### src/rtl/wash_pkg.sv
// Shared definitions for the wash-cycle sequencer: state codes and widths.
// Optional fill timeout is enabled by defining WASH_FILL_TIMEOUT_EN.
package wash_pkg;

  localparam int STATE_W = 3;
  localparam int BCD_W   = 4;

  localparam logic [STATE_W-1:0] IDLE  = 3'd0;
  localparam logic [STATE_W-1:0] FILL  = 3'd1;
  localparam logic [STATE_W-1:0] WASH  = 3'd2;
  localparam logic [STATE_W-1:0] DRAIN = 3'd3;
  localparam logic [STATE_W-1:0] SPIN  = 3'd4;
  localparam logic [STATE_W-1:0] DONE  = 3'd5;
  localparam logic [STATE_W-1:0] PAUSE = 3'd6;
  localparam logic [STATE_W-1:0] ERROR = 3'd7;

  typedef enum logic [STATE_W-1:0] {
    S_IDLE  = IDLE,
    S_FILL  = FILL,
    S_WASH  = WASH,
    S_DRAIN = DRAIN,
    S_SPIN  = SPIN,
    S_DONE  = DONE,
    S_PAUSE = PAUSE,
    S_ERROR = ERROR
  } state_e;

endpackage

### src/rtl/wash_sequencer_bcd.sv
// Multi-digit BCD down counter with load priority and cascaded borrow.
// Holds its value whenever neither load nor dec is asserted.
module bcd_down_counter
  import wash_pkg::*;
#(
  parameter int DIGITS = 4
) (
  input  logic                    clk,
  input  logic                    reset,
  input  logic                    load,
  input  logic [BCD_W*DIGITS-1:0] load_val,
  input  logic                    dec,
  output logic [BCD_W*DIGITS-1:0] value,
  output logic                    is_one
);

  logic [BCD_W*DIGITS-1:0] r_val;
  logic [BCD_W*DIGITS-1:0] w_dec_val;

  // Decrement by one: each digit borrows only if all lower digits were 0.
  always_comb begin
    logic       v_borrow;
    logic [3:0] v_dig;
    v_borrow  = 1'b1;
    w_dec_val = r_val;
    for (int i = 0; i < DIGITS; i++) begin
      v_dig = r_val[BCD_W*i +: BCD_W];
      if (v_borrow) begin
        if (v_dig == 4'd0) begin
          w_dec_val[BCD_W*i +: BCD_W] = 4'd9;
        end else begin
          w_dec_val[BCD_W*i +: BCD_W] = v_dig - 4'd1;
          v_borrow = 1'b0;
        end
      end
    end
  end

  // Value register: load wins over decrement.
  always_ff @(posedge clk or negedge reset) begin
    if (!reset) begin
      r_val <= '0;
    end else if (load) begin
      r_val <= load_val;
    end else if (dec) begin
      r_val <= w_dec_val;
    end
  end

  assign value  = r_val;
  assign is_one = (r_val == {{(BCD_W*DIGITS-1){1'b0}}, 1'b1});

endmodule

### src/rtl/wash_sequencer.sv
// Wash-cycle sequencer: fill, wash, rinse passes, drain, spin, alarm.
// Define WASH_FILL_TIMEOUT_EN to add a fill timeout leading to ERROR.
module wash_sequencer
  import wash_pkg::*;
#(
  parameter int WASH_SEC         = 30,
  parameter int RINSE_SEC        = 20,
  parameter int DRAIN_SEC        = 10,
  parameter int SPIN_SEC         = 15,
  parameter int ALARM_SEC        = 5,
  parameter int RINSE_CNT        = 2,
  parameter int TIME_DIGITS      = 4,
  parameter int FILL_TIMEOUT_SEC = 60
) (
  input  logic                         clk,
  input  logic                         reset,
  input  logic                         tick,
  input  logic                         start,
  input  logic                         stop,
  input  logic                         waterfull,
  output logic                         fill_valve,
  output logic                         motor,
  output logic                         drain_valve,
  output logic                         alarm,
  output logic [STATE_W-1:0]           state,
  output logic [3:0]                   pass_idx,
  output logic [BCD_W*TIME_DIGITS-1:0] time_bcd
);

  localparam int TW = BCD_W * TIME_DIGITS;

  function automatic logic [TW-1:0] to_bcd(input int v);
    logic [TW-1:0] r;
    int            x;
    r = '0;
    x = v;
    for (int i = 0; i < TIME_DIGITS; i++) begin
      r[BCD_W*i +: BCD_W] = 4'(x % 10);
      x = x / 10;
    end
    return r;
  endfunction

  localparam logic [TW-1:0] L_WASH  = to_bcd(WASH_SEC);
  localparam logic [TW-1:0] L_RINSE = to_bcd(RINSE_SEC);
  localparam logic [TW-1:0] L_DRAIN = to_bcd(DRAIN_SEC);
  localparam logic [TW-1:0] L_SPIN  = to_bcd(SPIN_SEC);
  localparam logic [TW-1:0] L_ALARM = to_bcd(ALARM_SEC);
  localparam logic [3:0]    L_RC    = 4'(RINSE_CNT);
`ifdef WASH_FILL_TIMEOUT_EN
  localparam logic [TW-1:0] L_FILL  = to_bcd(FILL_TIMEOUT_SEC);
`else
  localparam logic [TW-1:0] L_FILL  = '0;
`endif

  state_e        r_state;
  state_e        r_saved;
  logic [3:0]    r_pass;
  logic          r_start_q;
  logic          r_stop_q;
  logic          r_start_edge;
  logic          r_stop_edge;

  state_e        w_next;
  state_e        w_saved_n;
  logic [3:0]    w_pass_n;
  logic          w_load;
  logic [TW-1:0] w_load_val;
  logic          w_dec;
  logic          w_expire;
  logic          w_is_one;
  logic [TW-1:0] w_time;

  bcd_down_counter #(
    .DIGITS(TIME_DIGITS)
  ) u_timer (
    .clk      (clk),
    .reset    (reset),
    .load     (w_load),
    .load_val (w_load_val),
    .dec      (w_dec),
    .value    (w_time),
    .is_one   (w_is_one)
  );

  assign w_expire = tick & w_is_one;

  // Button edge detection, registered so actions land one clk later.
  always_ff @(posedge clk or negedge reset) begin
    if (!reset) begin
      r_start_q    <= 1'b0;
      r_stop_q     <= 1'b0;
      r_start_edge <= 1'b0;
      r_stop_edge  <= 1'b0;
    end else begin
      r_start_q    <= start;
      r_stop_q     <= stop;
      r_start_edge <= start & ~r_start_q;
      r_stop_edge  <= stop & ~r_stop_q;
    end
  end

  // State, saved state and pass index registers.
  always_ff @(posedge clk or negedge reset) begin
    if (!reset) begin
      r_state <= S_IDLE;
      r_saved <= S_IDLE;
      r_pass  <= 4'd0;
    end else begin
      r_state <= w_next;
      r_saved <= w_saved_n;
      r_pass  <= w_pass_n;
    end
  end

  // Next state, timer load/decrement; stop edge outranks start edge.
  always_comb begin
    w_next     = r_state;
    w_saved_n  = r_saved;
    w_pass_n   = r_pass;
    w_load     = 1'b0;
    w_load_val = '0;
    w_dec      = 1'b0;
    unique case (r_state)
      S_IDLE: begin
        if (!r_stop_edge && r_start_edge) begin
          w_next     = S_FILL;
          w_pass_n   = 4'd0;
          w_load     = 1'b1;
          w_load_val = L_FILL;
        end
      end
      S_FILL: begin
        if (r_stop_edge) begin
          w_next    = S_PAUSE;
          w_saved_n = S_FILL;
        end else if (waterfull) begin
          w_next     = S_WASH;
          w_load     = 1'b1;
          w_load_val = (r_pass == 4'd0) ? L_WASH : L_RINSE;
`ifdef WASH_FILL_TIMEOUT_EN
        end else if (w_expire) begin
          w_next     = S_ERROR;
          w_load     = 1'b1;
          w_load_val = '0;
        end else begin
          w_dec = tick;
`endif
        end
      end
      S_WASH: begin
        if (r_stop_edge) begin
          w_next    = S_PAUSE;
          w_saved_n = S_WASH;
        end else if (w_expire) begin
          w_next     = S_DRAIN;
          w_load     = 1'b1;
          w_load_val = L_DRAIN;
        end else begin
          w_dec = tick;
        end
      end
      S_DRAIN: begin
        if (r_stop_edge) begin
          w_next    = S_PAUSE;
          w_saved_n = S_DRAIN;
        end else if (w_expire) begin
          w_load = 1'b1;
          if (r_pass < L_RC) begin
            w_next     = S_FILL;
            w_pass_n   = r_pass + 4'd1;
            w_load_val = L_FILL;
          end else begin
            w_next     = S_SPIN;
            w_load_val = L_SPIN;
          end
        end else begin
          w_dec = tick;
        end
      end
      S_SPIN: begin
        if (r_stop_edge) begin
          w_next    = S_PAUSE;
          w_saved_n = S_SPIN;
        end else if (w_expire) begin
          w_next     = S_DONE;
          w_load     = 1'b1;
          w_load_val = L_ALARM;
        end else begin
          w_dec = tick;
        end
      end
      S_DONE: begin
        if (r_stop_edge || w_expire) begin
          w_next     = S_IDLE;
          w_pass_n   = 4'd0;
          w_load     = 1'b1;
          w_load_val = '0;
        end else begin
          w_dec = tick;
        end
      end
      S_PAUSE: begin
        if (r_stop_edge || r_start_edge) begin
          w_next = r_saved;
        end
      end
      S_ERROR: begin
        if (r_stop_edge) begin
          w_next     = S_IDLE;
          w_pass_n   = 4'd0;
          w_load     = 1'b1;
          w_load_val = '0;
        end
      end
    endcase
  end

  assign fill_valve  = (r_state == S_FILL);
  assign motor       = (r_state == S_WASH) | (r_state == S_SPIN);
  assign drain_valve = (r_state == S_DRAIN) | (r_state == S_SPIN);
  assign alarm       = (r_state == S_DONE) | (r_state == S_ERROR);
  assign state       = r_state;
  assign pass_idx    = r_pass;
  assign time_bcd    = w_time;

endmodule

### config.mk
export PLATFORM = sky130hd
export DESIGN_NAME = wash_sequencer
export DESIGN_NICKNAME = d
export VERILOG_FILES = /design/src/rtl/wash_pkg.sv /design/src/rtl/wash_sequencer_bcd.sv /design/src/rtl/wash_sequencer.sv
export SDC_FILE = /design/constraint.sdc
export NUM_CORES = 1
export LEC_CHECK = 0
export CORE_UTILIZATION = 45
export CTS_CLUSTER_SIZE = 8
export DETAILED_ROUTE_END_ITERATION = 12
export DONT_BUFFER_PORTS = 1
export MAX_ROUTING_LAYER = met4
export PLACE_DENSITY = 0.63
export SLEW_MARGIN = 15
export SYNTH_ARGS = -nofsm -noshare
export SYNTH_HDL_FRONTEND = slang
export SYNTH_SLANG_ARGS = --single-unit
### constraint.sdc
create_clock -name clk -period 1.9 [get_ports clk]
set_input_delay 0.19 -clock clk [delete_from_list [all_inputs] [get_ports clk]]
set_output_delay 0.19 -clock clk [all_outputs]
set_load 0.005 [all_outputs]
== Yosys cells after proc, flatten, opt, wreduce, memory -nomap -nowiden ==
Index checks and enable logic that the tools add are counted.
Cells by class
  order comparisons: 1
  bitwise logic cells: 8
  equal/unequal tests: 23
  add/subtract/negate cells: 5
  reductions and logical operators: 23
  muxes and demuxes: 63
Operators by type and width (count)
  3-bit two-way mux: 19
  4-bit two-way mux: 13
  16-bit two-way mux: 2
  5-bit two-way mux: 6
  3-bit case mux with 8 select lines: 1
  6-bit case mux with 4 select lines: 1
  4-bit zero test: 5
  2-bit != test, second input constant: 10
  16-bit by 1-bit equality test with 1-bit output, second input constant: 1
  4-bit case mux with 4 select lines: 1
  4-bit by 1-bit subtractor with 4-bit output, second input constant: 4
  1-bit two-way mux: 15
  3-bit equality test, second input constant: 4
  6-bit two-way mux: 2
  3-bit case mux with 4 select lines: 1
  3-bit != test, second input constant: 3
  8-bit AND reduction: 1
  2-bit nonzero test: 4
  4-bit nonzero test: 2
  7-bit AND reduction: 1
  3-bit by 2-bit equality test with 1-bit output, second input constant: 2
  2-bit AND reduction: 3
  1-bit case mux with 5 select lines: 1
  5-bit AND reduction: 1
  other kinds (14): 20
Storage, ports and cells
  bits of input ports: 6
  output and inout bits: 27
  bits in registers: 30

== Depth between registers and ports, before layout ==
Gate-level depths: netlist of run 1.
  depth in word-level cells: 7
  gate-level depth with buffers: 8
  mapped depth without buffers: 7

== Hierarchy ==
Synthesis of run 1 repeated with hierarchy kept, for this count alone.
Second synthesis, totals
  cell total of the unflattened synthesis: 211
  area total of the unflattened synthesis: 1975.6 um^2
By module, submodules not included
  wash_sequencer: times used 1, area an instance 994.7 um^2, cells each 107
  bcd_down_counter: times used 1, area an instance 980.9 um^2, cells each 104

== Worst setup path before layout of run 1 ==
No wires, ideal clock.
  path type: reg-to-reg
  start: register u_timer.r_val[0], in the netlist u_timer.value[0]
  end: register u_timer.r_val[14], in the netlist u_timer.value[14]
  path slack: -0.091 ns
  clock period less this slack: 1.991 ns
  buffers on the path: 0
  data arrival time: 1.872 ns
  data required time: 1.781 ns
  cell stages (with the launch flop): 8
  cells stage by stage: dfrtp_1 inv_1 ha_1 nor3b_1 nand3_1 nor3_1 a21boi_0 o21ba_2
On the way
  cells in the longest elaborated chain, start to end: 7
RTL lines
  start, declared: line wash_sequencer_bcd.sv:17  | logic [BCD_W*DIGITS-1:0] r_val;
  start signal, assigned: line wash_sequencer_bcd.sv:44  | r_val <= load_val;
  start signal, assigned: line wash_sequencer_bcd.sv:46  | r_val <= w_dec_val;
  16-bit by 1-bit equality test with 1-bit output: line wash_sequencer_bcd.sv:51  | assign is_one = (r_val == {{(BCD_W*DIGITS-1){1'b0}}, 1'b1});
  1-bit bitwise AND: line wash_sequencer.sv:86  | assign w_expire = tick & w_is_one;
  1-bit two-way mux or 1-bit logical OR (tied branches)
  1-bit two-way mux (on tied branches): line wash_sequencer.sv:182, wash_sequencer.sv:194
  1-bit case mux with 5 select lines or 1-bit case mux with 2 select lines (tied branches): line wash_sequencer.sv:124  | unique case (r_state)
  2-bit nonzero test (no line)
  2-bit AND reduction (no line)
Parallel ways exist; a longest one is shown, timed or not.
A chain may end at the register's enable or synchronous reset.

== Worst setup path in the final report of run 1 ==
  start: register u_timer.r_val[8], in the netlist u_timer.value[8]
  end: register r_pass[0], in the netlist pass_idx[0]
On the way
  cells in the longest elaborated chain, start to end: 5
RTL lines
  16-bit by 1-bit equality test with 1-bit output *: line wash_sequencer_bcd.sv:51
  1-bit bitwise AND *: line wash_sequencer.sv:86
  1-bit logical OR: line wash_sequencer.sv:194  | if (r_stop_edge || w_expire) begin
  2-bit != test (no line)
  7-bit AND reduction (no line) *
  end signal, assigned: line wash_sequencer.sv:112  | r_pass <= w_pass_n;
  end, declared: line wash_sequencer.sv:58  | logic [3:0] r_pass;
Every way passes the cells marked *; elsewhere a longest branch is shown, timed or not.

==> flow_summary.yaml, run 1 <==
status:
  status: "complete, but fails checks"
  violations: "negative setup slack"
sta:
  min_period_over_period_pct: 101
  relSlewSlack_pct: 74.8
  slew_violations: 0
  finalSetupViolCount: 2
  fin_crit_ns: 1.92
  fin_ws_ns: -0.0205
  worstMarginPinSlew_ns: 0.376
  fmax_ghz: 0.521
  clock_skew_ns: 0.00692
  hold_viol: 0
  rsz0062_at_grt: "true"
power:
  max-vdd-ir-drop_uv: 891
  total_power_mw: 4.77
  comb_power_share_pct: 64.3
  p_int_mw: 2.77
  p_sw_mw: 2.00
  p_clk_share_pct: 13.1
  power_density_mw_per_mm2: 1650
  pwr-share-seq_pct: 22.7
  p_leak_nw: 1.28
  power_switching_share_pct: 41.9
clock_network:
  h-tree-depth: 2
  clock-sinks: 30
  clk_pin_slew_ns: 0.07
  cts_inserted_buffers: 5
  insertion_delay_ns: 0.29
  cts_tree: "built"
  cts-root-buf: "clkbuf_8"
  cts_buffer_depth: 2
drt:
  dr.pass1.iters: 4
  routed_wl_mm: 5.35
  antenna_violating_nets_post_route: 0
  vias: 1916
  wl_per_cell_um: 16.0
  drtIter0Drc: 99
  routed_via_density: 5.72
  drc: 0
synth:
  async_reset_ff_share_pct: 100
  yosys.area.top_type: "dfrtp_1"
  postSynthAreaPerCell_um2: 9.34
  yosysTopAreaCellShare_pct: 36.7
  synth_edf_count: 0
  synth_area_mm2: 0.00205
  ys_types: 60
  synth_warnings: 0
  yosys-top-cells-area: "dfrtp_1 (37%), ha_1 (4.3%), a21oi_1 (4.2%)"
  yosys_register_bits: 30
  synth_cells: 219
  synth_nets: 232
  ys_seq_area_share_pct: 36.7
  synth_flop_cell: "dfrtp_1"
floorplanning:
  rows: 24
  dieArea_mm2: 0.00482
  ioPinCount: 33
  initial_core_util_pct: 47.0
  die_y_um: 69.4
  die_width_um: 69.4
  core_mm2: 0.00435
worst_hold_path:
  holdCritStartpoint: "stop"
  hold_end: "r_stop_edge$_DFF_PN0_"
  hold_path.class: "in2reg"
  min_path_cells: 1
global_route:
  antenna_found_initial: 0
  grt_max_degree: 31
  grtUsageTotal_pct: 23.7
  grt_pass1_wl_mm: 8.85
  overflow: 0
  grt_pass1_vias: 1853
place:
  port_buffers: 0
  dp_hpwl_mm: 3.65
  gp_congestion: 0.901
  placed_area_mm2: 0.00244
critical_path:
  rrSetupSlack_ns: -0.02
  crit_path_start_kind: "flip-flop"
  crit_start: "u_timer.value[8]$_DFFE_PN0P_"
  crit_path_end_kind: "flip-flop"
  ff2ff_path_depth: 7
  crit_type: "reg2reg"
  crit_fanout: 7
  worstPathArrival_ns: 2.10
  crit_required_ns: 2.08
  reg2reg_from: "u_timer.value[8]$_DFFE_PN0P_"
  regToRegEndpoint: "pass_idx[0]$_DFFE_PN0P_"
layout:
  stdcell_area_mm2: 0.00289
  area_growth_pct: 41.5
  nets: 295
  antenna_cells: 0
  fin_util_pct: 66.5
  fill_cells: 340
  drive_above_1_share_pct: 43.8
job:
  max-cap-violations: 0
## stage by stage
step / instances / setup slack (ns) / TNS (ns) / hold slack [ns]
2_1_floorplan: 219 / -0.0912 / -0.158 / -0.106
6_report: 335 / -0.0205 / -0.0247 / 0.0427
5_1_grt: 335 / -0.112 / -1.12 / 0.0382
3_5_place_dp: 312 / -0.0750 / -0.216 / -0.105
4_1_cts: 331 / -0.00257 / -0.00257 / 0.0402
3_3_place_gp: 312 / -0.0213 / -0.0536 / -0.105
## worst max-delay path, cell delays in order, from the launching register on
cell and delay, ns:
dfrtp_1 0.39, inv_2 0.08, ha_4 0.13, nor3b_4 0.30, nand4_4 0.24, o31ai_4 0.26, o21ai_2 0.09, mux2_4 0.31
## layout make-up
| type | instances | area (um2) | share of cell area [%] |
|---|---|---|---|
| Sequential cell | 30 | 752 | 26.0 |
| Tap cell | 52 | 65.1 | 2.25 |
| Timing Repair Buffer | 67 | 558 | 19.3 |
| Inverter | 15 | 58.8 | 2.03 |
| Clock buffer | 8 | 110 | 3.80 |
| Multi-Input combinational cell | 163 | 1350 | 46.6 |
## layout by cell type, fill, tap and decap left out, drive strengths merged, types with 3 or more instances in the layout
cell type / synthesis / layout
a21o: 5 / 5
a21oi: 19 / 19
a22oi: 3 / 3
and3: 5 / 5
buf: 8 / 64
clkbuf: 3 / 8
dfrtp: 30 / 30
dlygate4sd3: 0 / 3
ha: 7 / 7
inv: 15 / 15
mux2i: 6 / 6
nand2: 16 / 16
nand3: 6 / 6
nor2: 15 / 15
nor2b: 7 / 7
nor3: 9 / 9
nor3b: 5 / 5
nor4: 3 / 3
o21ai: 8 / 8
o22ai: 3 / 3
o31ai: 3 / 3
or3: 4 / 4
## registers in the layout, summed over array words and instances, names as in the netlist
register and cells:
r_stop_q 1, state 3, r_start_q 1, r_start_edge 1, pass_idx 4, u_timer.value 16, r_stop_edge 1, r_saved 3
## logic make-up after synthesis
| family | after synthesis | share of synthesized area [%] |
|---|---|---|
| flip-flops | 30 | 36.7 |
| AO/OA/AOI/OAI | 64 | 22.6 |
| AND/OR/NAND/NOR | 82 | 24.6 |
| XOR/XNOR | 2 | 0.856 |
| adder cells (fa/ha/maj) | 7 | 4.28 |
| buffers and inverters | 26 | 6.67 |
| multiplexers | 8 | 4.22 |
## layer usage
metal | GRT usage, % | up-vias | routed length (um)
met5 | - | - | 0
li1 | - | 937 | -
met2 | 36.2 | 46 | 2520
met4 | 7.48 | 0 | 86
met1 | 30.1 | 922 | 2480
met3 | 6.98 | 11 | 273
## Yosys cell counts (2+ instances only)
| library cell | count |
|---|---|
| a211oi_1 | 2 |
| a21o_1 | 3 |
| a21o_2 | 2 |
| a21oi_1 | 17 |
| a21oi_2 | 2 |
| a22oi_1 | 3 |
| a311oi_1 | 2 |
| a31oi_1 | 2 |
| and3_1 | 3 |
| buf_4 | 4 |
| buf_6 | 3 |
| clkbuf_1 | 3 |
| dfrtp_1 | 30 |
| ha_1 | 7 |
| inv_1 | 15 |
| mux2i_1 | 6 |
| nand2_1 | 16 |
| nand3_1 | 6 |
| nor2_1 | 15 |
| nor2b_1 | 7 |
| nor3_1 | 9 |
| nor3b_1 | 3 |
| nor3b_4 | 2 |
| o211ai_1 | 2 |
| o21ai_0 | 7 |
| o22ai_1 | 3 |
| o2bb2ai_1 | 2 |
| o31ai_1 | 2 |
| o32a_1 | 2 |
| o32ai_1 | 2 |
| o41ai_1 | 2 |
| or2_2 | 2 |
| or3_1 | 4 |
| or4_1 | 2 |
| xor2_1 | 2 |
## power by group through the flow
stage,clock network (mW),registers [mW],logic (mW)
after floorplan,0,1.09,1.49
after global placement,0,1.06,2.44
after detailed placement,0,1.07,2.46
after global routing,0.657,1.11,3.33
after CTS,0.631,1.06,2.70
final,0.622,1.08,3.07
## worst max-delay path by stage
stage	cells past startpoint	slack (ns)	endpoint
2_1_floorplan	7	-0.09	u_timer.value[14]$_DFFE_PN0P_
3_3_place_gp	9	-0.02	u_timer.value[13]$_DFFE_PN0P_
3_5_place_dp	8	-0.08	u_timer.value[15]$_DFFE_PN0P_
4_1_cts	7	-0.003	u_timer.value[3]$_DFFE_PN0P_
5_1_grt	7	-0.11	pass_idx[0]$_DFFE_PN0P_
6_report	7	-0.02	pass_idx[0]$_DFFE_PN0P_
## what timing repair did
| item | in CTS | in global routing |
|---|---|---|
| hold endpoints to repair | 32 | 0 |
| buffers inserted | 7 | 4 |
| gates resized for setup | 12 | 37 |
| hold buffers | 4 | 0 |
| endpoints found under the setup margin | 9 | 23 |
| pin swaps | 7 | 15 |
Note: power is estimated with default switching activity, not from simulation.
==> run 2, diff against run 1 <==
--- a/config.mk
+++ b/config.mk
@@ -11,7 +11,7 @@
 export DONT_BUFFER_PORTS = 1
 export MAX_ROUTING_LAYER = met4
 export PLACE_DENSITY = 0.63
-export SLEW_MARGIN = 15
+export SLEW_MARGIN = 20
 export SYNTH_ARGS = -nofsm -noshare
 export SYNTH_HDL_FRONTEND = slang
 export SYNTH_SLANG_ARGS = --single-unit
==> results of run 2 <==
The final DEF is identical to that of run 1; final timing and power are the same.
==> run 3, diff against run 2 <==
--- a/config.mk
+++ b/config.mk
@@ -5,6 +5,7 @@
 export SDC_FILE = /design/constraint.sdc
 export NUM_CORES = 1
 export LEC_CHECK = 0
+export ABC_CLOCK_PERIOD_IN_PS = 1900
 export CORE_UTILIZATION = 45
 export CTS_CLUSTER_SIZE = 8
 export DETAILED_ROUTE_END_ITERATION = 12
==> results of run 3 <==
The final DEF is identical to that of run 1; final timing and power are the same.
